<file path="config.mk">
export PLATFORM = sky130hd
export DESIGN_NAME = mem_arbiter
export DESIGN_NICKNAME = d
export VERILOG_FILES = /design/src/rtl/mem_arbiter_pkg.sv /design/src/rtl/mem_arbiter_rr_select.sv /design/src/rtl/mem_arbiter.sv
export SDC_FILE = /design/constraint.sdc
export NUM_CORES = 1
export LEC_CHECK = 0
export CAP_MARGIN = 20
export CORE_AREA = 2 2 168 170
export DETAILED_ROUTE_END_ITERATION = 8
export DIE_AREA = 0 0 170 172
export RECOVER_POWER = 50
export SLEW_MARGIN = 20
export SYNTH_ARGS = -nofsm -noshare
export SYNTH_HDL_FRONTEND = slang
export SYNTH_SLANG_ARGS = --single-unit
</file>
<file path="constraint.sdc">
create_clock -name CLK -period 1.9 [get_ports CLK]
set_input_delay 0.475 -clock CLK [delete_from_list [all_inputs] [get_ports CLK]]
set_output_delay 0.475 -clock CLK [all_outputs]
set_load 0.005 [all_outputs]
</file>
<file path="src/rtl/mem_arbiter_pkg.sv">
// rtl/mem_arbiter_pkg.sv - shared types for the cache-to-memory arbiter
package mem_arbiter_pkg;

    typedef logic [31:0] word_t;

    // Handshake state reported by the RAM model/controller
    typedef enum logic [1:0] {
        FREE   = 2'd0,
        BUSY   = 2'd1,
        ACCESS = 2'd2,
        ERROR  = 2'd3
    } ramstate_t;

    // Arbiter control: pick a winner, then serve it until release
    typedef enum logic {
        ARB  = 1'b0,
        SERV = 1'b1
    } arb_state_t;

    localparam int DEF_CPUS     = 2;
    localparam int DEF_LOCK_MAX = 4;

endpackage

</file>
<file path="src/rtl/mem_arbiter_rr_select.sv">
// rtl/mem_arbiter_rr_select.sv - combinational round-robin picker
module rr_select #(
    parameter int N  = 2,
    parameter int PW = (N > 1) ? $clog2(N) : 1
) (
    input  logic [N-1:0]  i_req,
    input  logic [PW-1:0] i_ptr,
    output logic [N-1:0]  o_gnt,
    output logic          o_valid
);

    // First request at or above the pointer wins; otherwise wrap to the lowest one below it
    always_comb begin
        o_gnt   = '0;
        o_valid = 1'b0;
        for (int i = 0; i < N; i++) begin
            if (!o_valid && i_req[i] && (PW'(i) >= i_ptr)) begin
                o_gnt[i] = 1'b1;
                o_valid  = 1'b1;
            end
        end
        for (int i = 0; i < N; i++) begin
            if (!o_valid && i_req[i] && (PW'(i) < i_ptr)) begin
                o_gnt[i] = 1'b1;
                o_valid  = 1'b1;
            end
        end
    end

endmodule

</file>
<file path="src/rtl/mem_arbiter.sv">
// rtl/mem_arbiter.sv - multi-core icache/dcache arbiter onto one RAM port
module mem_arbiter
    import mem_arbiter_pkg::*;
#(
    parameter int CPUS     = DEF_CPUS,
    parameter int LOCK_MAX = DEF_LOCK_MAX
) (
    input  logic             CLK,
    input  logic             nRST,
    input  logic [CPUS-1:0]  iREN,
    input  word_t [CPUS-1:0] iaddr,
    output logic [CPUS-1:0]  iwait,
    output word_t [CPUS-1:0] iload,
    input  logic [CPUS-1:0]  dREN,
    input  logic [CPUS-1:0]  dWEN,
    input  word_t [CPUS-1:0] daddr,
    input  word_t [CPUS-1:0] dstore,
    output logic [CPUS-1:0]  dwait,
    output word_t [CPUS-1:0] dload,
    output logic             ramREN,
    output logic             ramWEN,
    output word_t            ramaddr,
    output word_t            ramstore,
    input  word_t            ramload,
    input  logic [1:0]       ramstate
);

    localparam int CW = (CPUS > 1) ? $clog2(CPUS) : 1;
    localparam int AW = $clog2(LOCK_MAX + 1);

    arb_state_t      r_state, w_state_next;
    logic [CW-1:0]   r_core, w_core_next;
    logic            r_isd, w_isd_next;
    logic [CW-1:0]   r_rr_ptr, w_rr_next;
    logic [AW-1:0]   r_acc_cnt, w_acc_next;

    logic [CPUS-1:0] w_dreq;
    logic [CPUS-1:0] w_dgnt, w_igat;
    logic            w_dvalid, w_ivalid;
    logic [CW-1:0]   w_didx, w_iidx;
    logic            w_g_dren, w_g_dwen, w_g_iren, w_g_req;
    logic            w_access;
    logic            w_lock_full;
    logic [CW-1:0]   w_rr_after;

    assign w_dreq      = dREN | dWEN;
    assign w_g_dren    = dREN[r_core];
    assign w_g_dwen    = dWEN[r_core];
    assign w_g_iren    = iREN[r_core];
    assign w_g_req     = r_isd ? (w_g_dren | w_g_dwen) : w_g_iren;
    assign w_access    = (ramstate_t'(ramstate) == ACCESS);
    assign w_lock_full = (r_acc_cnt == AW'(LOCK_MAX - 1));
    assign w_rr_after  = (r_core == CW'(CPUS - 1)) ? '0 : r_core + CW'(1);

    rr_select #(.N(CPUS), .PW(CW)) u_rr_d (
        .i_req   (w_dreq),
        .i_ptr   (r_rr_ptr),
        .o_gnt   (w_dgnt),
        .o_valid (w_dvalid)
    );

    rr_select #(.N(CPUS), .PW(CW)) u_rr_i (
        .i_req   (iREN),
        .i_ptr   (r_rr_ptr),
        .o_gnt   (w_igat),
        .o_valid (w_ivalid)
    );

    // Convert the one-hot picks of both classes into core indices
    always_comb begin
        w_didx = '0;
        w_iidx = '0;
        for (int c = 0; c < CPUS; c++) begin
            if (w_dgnt[c]) w_didx = CW'(c);
            if (w_igat[c]) w_iidx = CW'(c);
        end
    end

    // Read data goes to every port; only the completing requester sees wait low
    always_comb begin
        for (int c = 0; c < CPUS; c++) begin
            iload[c] = ramload;
            dload[c] = ramload;
        end
    end

    // Next-state, grant latch, lock accounting and RAM drive
    always_comb begin
        w_state_next = r_state;
        w_core_next  = r_core;
        w_isd_next   = r_isd;
        w_rr_next    = r_rr_ptr;
        w_acc_next   = r_acc_cnt;
        iwait        = '1;
        dwait        = '1;
        ramREN       = 1'b0;
        ramWEN       = 1'b0;
        ramaddr      = '0;
        ramstore     = '0;
        case (r_state)
            ARB: begin
                if (w_dvalid) begin
                    w_core_next  = w_didx;
                    w_isd_next   = 1'b1;
                    w_state_next = SERV;
                end else if (w_ivalid) begin
                    w_core_next  = w_iidx;
                    w_isd_next   = 1'b0;
                    w_state_next = SERV;
                end
            end
            SERV: begin
                // A dropped request is not driven to RAM and cannot complete
                if (w_g_req) begin
                    if (r_isd) begin
                        ramWEN   = w_g_dwen;
                        ramREN   = w_g_dren & ~w_g_dwen;
                        ramaddr  = daddr[r_core];
                        ramstore = dstore[r_core];
                    end else begin
                        ramREN   = 1'b1;
                        ramaddr  = iaddr[r_core];
                    end
                    if (w_access) begin
                        if (r_isd) dwait[r_core] = 1'b0;
                        else       iwait[r_core] = 1'b0;
                        w_acc_next = r_acc_cnt + AW'(1);
                    end
                end
                // BUSY/FREE/ERROR simply hold the request for a retry
                if (!w_g_req || (w_access && w_lock_full)) begin
                    w_state_next = ARB;
                    w_rr_next    = w_rr_after;
                    w_acc_next   = '0;
                end
            end
            default: w_state_next = ARB;
        endcase
    end

    // Arbiter state registers; reset aborts any transfer in flight
    always_ff @(posedge CLK or negedge nRST) begin
        if (!nRST) begin
            r_state   <= ARB;
            r_core    <= '0;
            r_isd     <= 1'b0;
            r_rr_ptr  <= '0;
            r_acc_cnt <= '0;
        end else begin
            r_state   <= w_state_next;
            r_core    <= w_core_next;
            r_isd     <= w_isd_next;
            r_rr_ptr  <= w_rr_next;
            r_acc_cnt <= w_acc_next;
        end
    end

endmodule

</file>
== Word-level counts from Yosys, hierarchy flattened ==
Cells that the tools add are included.
Operators by class
  $mul: 0
  divide/modulo/power cells: 0
  reduce and logical (&&, ||, !) cells: 30
  add/sub/neg operators: 2
  $lt $le $gt $ge: 6
  equal/unequal tests: 2
  shift-type cells: 0
  bitwise logic cells: 6
  mux-type cells: 61
Operator list (count)
  32-bit 2-to-1 mux: 12
  1-bit 2-to-1 mux: 36
  1-bit logical AND: 16
  2-bit 2-to-1 mux: 8
  3-bit 2-to-1 mux: 3
  1-bit logical NOT: 7
  2-bit nonzero test: 3
  2-bit AND reduction: 2
  3-bit by 1-bit adder with 3-bit output (second input constant): 1
  3-bit by 2-bit == test with 1-bit output (second input constant): 1
  3-bit AND reduction: 1
  2-bit == test (second input constant): 1
  1-bit >= comparator (first input constant): 2
  1-bit < comparator (first input constant): 2
  1-bit by 2-bit < comparator with 1-bit output (second input constant): 1
  1-bit inverter: 2
  2-bit inverter: 1
  2-bit bitwise OR: 1
  1-bit one-hot mux with 2 select lines: 1
  1-bit adder (second input constant): 1
  1-bit bitwise AND: 1
  1-bit demux with 1-bit select: 1
  1-bit >= comparator (second input constant): 1
  1-bit logical OR: 1
  1-bit bitwise OR: 1
Word-level totals
  logic and storage cells: 112
  bits in latches: 0
  memories: 0
  bits in read-only memories: 0
  bits in registers: 7
  RAM bits: 0
  input bits: 234
  output and inout bits: 198

== Depth between registers and ports, before layout ==
Gate-level depths: netlist of the first run.
  word-level depth: 18
  gate-level depth with buffers: 6
  gate-level depth less buffers: 6

== Hierarchy ==
Synthesis of the first run repeated with hierarchy kept, for this count alone.
Unflattened totals
  cell total of the unflattened synthesis: 347
  area total of the unflattened synthesis: 2949.1 µm²
Modules (own cells, without submodules)
  mem_arbiter: instances 1, cells each 339, area an instance 2899.0 µm², sequential area each 175.2 µm²
  rr_select: instances 2, cells each 4, area an instance 25.0 µm², sequential area each 0.0 µm²

== Worst setup path after synthesis of the first run ==
OpenSTA, ideal clock, no wires.
  path type: register to output
  from: register r_core
  to: output ramaddr[12]
  slack: -0.048 ns
  stages on the path, launching flop included: 5
  buffers on the path: 2
  data arrival time: 1.473 ns
  cells stage by stage: dfrtp_1 > buf_4 > buf_4 > mux4_2 > nor2b_1
On the way
  word-level cells in the longest chain between the ends: 6
  elaborated cells between the ends (all ways): 15
  classes of those cells: 14 x mux; 1 x bitwise
RTL lines
  from (decl): RTL line mem_arbiter.sv:32  | logic [CW-1:0] r_core, w_core_next;
  from (signal assigned): RTL line mem_arbiter.sv:151  | r_core <= w_core_next;
  1-bit 2-to-1 mux (on tied branches) (2 in series): RTL line mem_arbiter.sv:47, mem_arbiter.sv:48
  1-bit bitwise OR: RTL line mem_arbiter.sv:50  | assign w_g_req = r_isd ? (w_g_dren | w_g_dwen) : w_g_iren;
  1-bit 2-to-1 mux: RTL line mem_arbiter.sv:50
  32-bit 2-to-1 mux (*): RTL line mem_arbiter.sv:114  | if (w_g_req) begin
  32-bit 2-to-1 mux (*): RTL line mem_arbiter.sv:100  | case (r_state)
  to (decl): RTL line mem_arbiter.sv:22  | output word_t ramaddr,
Mark *: on every way between the ends. The rest lies on a longest branch, timed or not. The select of a mux whose other input is x is not followed.

== Worst setup path in the final report of the first run ==
  from: register r_core
  to: output ramaddr[29]
The elaborated chain is that of the path after synthesis.

==> metrics.txt, run 1 <==
Post-synth EDFFs 0; Max rail drop VDD around 0.00042 V; cell count of the worst reg-to-reg path 7; setup ws final -0.5683 ns; Initial Util 10.66%; P&R area growth vs syn 120.9%; number of buffers created by CTS 3; Fin Hold WS around 0.48 ns; Synth top area share 33.56%; syn_nets 562; Startpoint Class flip-flop; Clock Latency Late Sink 0.23 ns; fin. max-slew vios 0; WP buf/inv 3; Layout Utilization around a quarter; skew final ~0.0013 ns; Vias/cell roughly 3.7; core area roughly 0.027 sq mm; Max stage delay on crit path 0.52 ns; Synth Warn # 0; largest net degree at the start of global routing 18; cell area after synthesis 0.002930 sq mm; CP cell instances mux4_2 > nand2b_4 > buf_6 > buf_6 > nor2b_1 > buf_4; most common cell after layout, fill and taps aside clkdlybuf4s50_1; CTS H-Tree Depth 1; Die X 170 um; RSZ-0062 raised after global routing yes; Crit. End Element primary output; vias in the first global route 3346; Mapped Cells 326; hold_buf cts 0; first-pass GRT wire length 20980 um; slew margin rel. roughly three quarters; Cell Rows between 60 and 70; CP Max Fanout 5; # clock sinks 7; worst-margin pin slew 0.3991 ns; Area after DPL 0.005544 sq mm; most used cell, CP buf_6; Detailed Route Iter0 Violations 75; routability cong. 0.7378; multi-input logic area roughly 0.0022 sq mm; overflow left after global routing 0; clk slew on worst S/H paths 0.04 ns; number of I/O pins 432; Layout fillers a little under 3000; R2R Setup Slk around 0.050 ns; most frequent cells in the layout 192 x clkdlybuf4s50_1, 57 x buf_2, 48 x buf_4; final hold vios 0; Fmax ~400 MHz; final worst-path cycle share 129.9%; share of post-route cells with drive strength above 1 52.38%; synth top area cells buf_4 34%, mux4_2 25%, mux2i_1 11%; worst hold-check path type reg2reg; leakage 2.711 nW; asr flop ratio synth between 90% and 100%; mean area per synthesized cell 8.989 sq um; # DRC 0; failing checks setup timing; CTS max path bufs 2; Seq cells post-synth 7; critical path data arrival time 1.99 ns; Vias 3261; Max Cap Viol 0; initial antenna violation count 3; hold path depth 1; Total Power 0.008581 W; cell total after placement 835; fin cells between 800 and 900; highest-delay cell along the critical path mux4_2; delay-heaviest family, CP multiplexers; Min Clock Period, post-route 2.468 ns; Routed Antenna Nets 0; Stages on worst setup path 6; register area share after synthesis 5.978%; Yosys cell types 34; Pre-Repair DR Iteration Count 4; Final nets 783; HPWL after DPL about 12000 um; routed len/inst 18.34 um; Final Instance Area 0.006472 sq mm; ys flop type dfrtp_1; Root Buffer clkbuf_16; WS Path Type reg2out; Total Routed Length 16380 um; global-route usage over all layers 10.04%; die area a little under 0.03 sq mm; status finished with violations; Sequential Area between 150 and 200 sq um; PD cells 1326 mW/mm^2; Die Span Y about 170 um; I/O Buffers 271; Final setup viols 70; cell taking the most area after synthesis buf_4; CP required between 1 and 1.5 ns; CTS tree built
through the flow:
step	TNS, ns	setup slack, ns
3_3_place_gp	-73.03	-1.156
3_5_place_dp	-74.31	-1.206
6_report	-28.20	-0.5683
4_1_cts	-32.58	-0.6144
2_1_floorplan	-0.9415	-0.03877
5_1_grt	-32.44	-0.6085
Yosys cell counts, drive strengths merged (2+ instances only):
cell type,number
buf,141
dfrtp,7
or4,2
nor2b,32
o21ai,3
mux4,33
nand3,2
nor2,37
ha,2
clkbuf,5
nand2,2
mux2,2
a21boi,2
inv,6
a22o,2
mux2i,33
path summary, 6_finish.rpt:
check / from / end
hold / removal: r_rr_ptr$_DFFE_PN0P_ / r_rr_ptr$_DFFE_PN0P_
min in group asynchronous: nRST / r_acc_cnt[2]$_DFFE_PN0P_
setup reg to reg: r_core$_DFFE_PN0P_ / r_state$_DFF_PN0_
setup / recovery: r_core$_DFFE_PN0P_ / ramaddr[29]
max in group asynchronous: nRST / r_core$_DFFE_PN0P_
hold reg to reg: r_rr_ptr$_DFFE_PN0P_ / r_rr_ptr$_DFFE_PN0P_
report_power, final:
group	switching, W	leakage [nW]	internal (W)
combinational	0.00303	2.59	0.00489
sequential	0.0000742	0.0840	0.000224
clock	0.0000790	0.0382	0.000279
final cells by class:
type / instances / area share [%]
well taps: 346 / 6.689
diodes: 1 / 0.03866
multi-input cells: 167 / 33.52
inverters: 6 / 0.3480
flip-flops and latches: 7 / 2.784
clock buffers: 4 / 1.218
repair buffers: 362 / 55.40
sequential cells by signal, indices dropped and copies added, names as in the netlist:
register and cells:
r_acc_cnt 3, r_core 1, r_isd 1, r_rr_ptr 1, r_state 1
logic make-up after synthesis:
group | Yosys count | synth area share (%)
compound gates | 15 | 3.929
mux | 68 | 37.40
flops | 7 | 5.978
fa+ha+maj | 2 | 0.8538
buf+inv | 152 | 37.28
simple gates | 82 | 14.56
layer usage:
metal	GRT usage, %	vias to the layer above	wire length (um)
li1	-	1455	-
met1	10.15	1497	5637
met2	19.09	234	8412
met3	2.335	75	1493
met4	5.463	0	836
met5	0	-	0
timing repair:
| item | CTS | global route |
|---|---|---|
| endpoints found under the setup margin | 76 | 73 |
| gates resized for setup | 305 | 142 |
| pin swaps | 9 | 11 |
| cloned | 10 | 1 |
| endpoints found under the hold margin | 0 | 0 |
| setup buffers | 39 | 8 |
(Power assumes the default switching activity.)
==> inputs of run 2 (changes only) <==
Settings changed: SLEW_MARGIN 20 to 25.
==> results of run 2 <==
Final layout, timing and power as in run 1 (identical DEF).
==> inputs of run 3 (changes only) <==
Settings changed: CTS_BUF_LIST set to sky130_fd_sc_hd__clkbuf_8 sky130_fd_sc_hd__clkbuf_16, PLACE_DENSITY set to 0.55.
==> run 3 against run 2 <==
Sequential power increased by 2%. Core utilization decreased by 0.70 points. Clock power up 2%. Critical path type unchanged. First-iteration DRC count fell by 49%. Critical endpoint is now ramaddr[31]. The run still ends with setup timing left. Count of clock-buffer cells in the layout down 1.
==> metrics.txt, run 3 (synthesis gave the netlist of run 1 again) <==
core area 0.02748 sq mm (unchanged); RR Endpoint r_acc_cnt[1]$_DFFE_PN0P_; hold_buf cts 0 (unchanged); Total Routed Length 15640 um (-4.5%); Fin Hold WS 0.4913 ns (+0.01059 ns); leakage 2.659 nW (-1.9%); worst-margin pin slew 0.3574 ns (-0.04175 ns); CP required 1.42 ns (about the same); final hold vios 0 (unchanged); Initial Util 10.66% (unchanged); skew final 0.004565 ns (+0.003276 ns); status finished with violations; Max Cap Viol 0 (unchanged); hold path depth 1 (unchanged); fin. max-slew vios 0 (unchanged); most common cell after layout, fill and taps aside clkdlybuf4s50_1; Area after DPL 0.005522 sq mm (-0.41%); Final nets 769 (-1.8%); Max rail drop VDD 0.0005482 V (+29%); Pre-Repair DR Iteration Count 4 (unchanged); failing checks setup timing; P&R area growth vs syn 114.3%; Cell Rows 61 (unchanged); CTS H-Tree Depth 1 (unchanged); Die X 170 um (unchanged); most frequent cells in the layout 192 x clkdlybuf4s50_1, 63 x buf_2, 33 x mux4_2; final worst-path cycle share 128.7% (-1.2 points); cell count of the worst reg-to-reg path 6 (-1); max FFs per register 3 (unchanged); vias in the first global route 3373 (+0.81%); Die Span Y 172 um (unchanged); worst hold-check path type reg2reg; Final Instance Area 0.006281 sq mm (-3.0%); routed len/inst 17.81 um (-2.9%); initial antenna violation count 4 (+1); routability cong. 0.7257 (-1.6%); CTS max path bufs 2 (unchanged); number of buffers created by CTS 3 (unchanged); first-pass GRT wire length 21260 um (+1.3%); hold_sp r_rr_ptr$_DFFE_PN0P_; RSZ-0062 raised after global routing yes; R2R Setup Slk 0.09 ns (+0.04 ns); global-route usage over all layers 9.984% (-0.057 points); Reg2Reg Launch Point r_core$_DFFE_PN0P_; CP Max Fanout 8 (+3); Vias 3127 (-4.1%); CTS tree built; HPWL after DPL 11820 um (-3.9%); die area 0.02924 sq mm (unchanged); PD cells 1294 mW/mm^2 (-2.4%); Crit. End Element primary output; number of I/O pins 432 (unchanged); end of the worst hold path r_rr_ptr$_DFFE_PN0P_; Startpoint Class flip-flop; overflow left after global routing 0 (unchanged); Clock Latency Late Sink 0.23 ns (about the same); share of post-route cells with drive strength above 1 50.94% (-1.4 points); critical path data arrival time 1.97 ns (-0.02 ns); # diodes 0 (-1); Final setup viols 69 (-1.4%); Routed Antenna Nets 0 (unchanged); clk slew on worst S/H paths 0.04 ns (about the same); # clock sinks 7 (unchanged); Min Clock Period, post-route 2.445 ns (-0.02309 ns); slew margin rel. 75.56% (+2.4 points); Largest Register r_acc_cnt; Vias/cell 3.562 (-2.5%); Detailed Route Iter0 Violations 38 (-49%); Total Power 0.008127 W (-5.3%); largest net degree at the start of global routing 36 (+18); I/O Buffers 271 (unchanged); Fmax 409.0 MHz (+0.94%); setup ws final -0.5452 ns (+0.02309 ns); WS Path Type reg2out; Root Buffer clkbuf_16; # DRC 0 (unchanged)
-- run 3: cell types whose count changed in the layout (fill, tap and decap cells not counted), moves of 3 or more --
cell / previous run / this run
clkbuf_2: 5 / 1
buf_2: 57 / 63
buf_6: 28 / 25
nor2_1: 15 / 6
nor2_2: 11 / 18
mux2i_1: 21 / 32
buf_4: 48 / 31
buf_12: 16 / 20
mux2i_4: 10 / 0
-- run 3: worst max path at each step --
stage                     cells past startpoint  slack (ns)               start           to
final                                         7       -0.55  r_core$_DFFE_PN0P_  ramaddr[31]
after global routing                          7       -0.58  r_core$_DFFE_PN0P_  ramaddr[31]
after CTS                                     7       -0.56  r_core$_DFFE_PN0P_  ramaddr[19]
after detailed placement                      7       -1.18             dREN[0]  ramaddr[31]
after global placement                        7       -1.16             dREN[0]  ramaddr[31]
after floorplan                               5       -0.04             dREN[1]       ramREN
-- run 3: layer usage --
metal / vias up / routed length [um] / GRT usage, % / part of all wire [%]
met3: 58 / 1569 / 2.380 / 10
li1: 1424 / - / - / -
met1: 1427 / 5287 / 9.664 / 34
met4: 4 / 573 / 4.682 / 3.7
met2: 214 / 8172 / 19.84 / 52
met5: - / 34 / 0 / 0.22
-- run 3: worst max-delay path, cell delays in order (launching register included) --
cell and delay, ns:
dfrtp_4 0.50, buf_12 0.15, buf_16 0.15, buf_12 0.14
buf_6 0.11, mux4_2 0.42, nor2b_4 0.14, buf_2 0.12
-- run 3: stage by stage --
step,instances,setup WS (ns),setup TNS (ns),util [%]
after floorplan,326,-0.03877,-0.9415,-
after global placement,831,-1.163,-73.97,20.10
after detailed placement,831,-1.183,-75.38,20.10
after CTS,876,-0.5588,-28.06,22.60
after global routing,878,-0.5833,-33.04,22.86
final,878,-0.5452,-28.89,22.86
-- run 3: where the power goes --
part | switching (W) | internal, W | leakage (nW)
sequential | 0.0000783 | 0.000226 | 0.0832
combinational | 0.00290 | 0.00456 | 2.53
clock | 0.0000877 | 0.000277 | 0.0409
total | 0.00307 | 0.00506 | 2.66
-- run 3: cell type report --
| cell class | instances | area [sq um] |
|---|---|---|
| multi-input combinational | 167 | 2095 |
| clock buffer | 3 | 75.07 |
| timing repair buffer | 348 | 3467 |
| clock inverter | 1 | 5.005 |
| fill | 2965 | 21200 |
| sequential | 7 | 181.4 |
| inverter | 6 | 25.02 |
| tap | 346 | 432.9 |
-- run 3: timing repair --
item	4_1_cts	5_1_grt
pin swaps	22	2
setup endpoints to repair	75	74
gates resized for setup	402	31
setup buffers	32	6
gates cloned	9	0
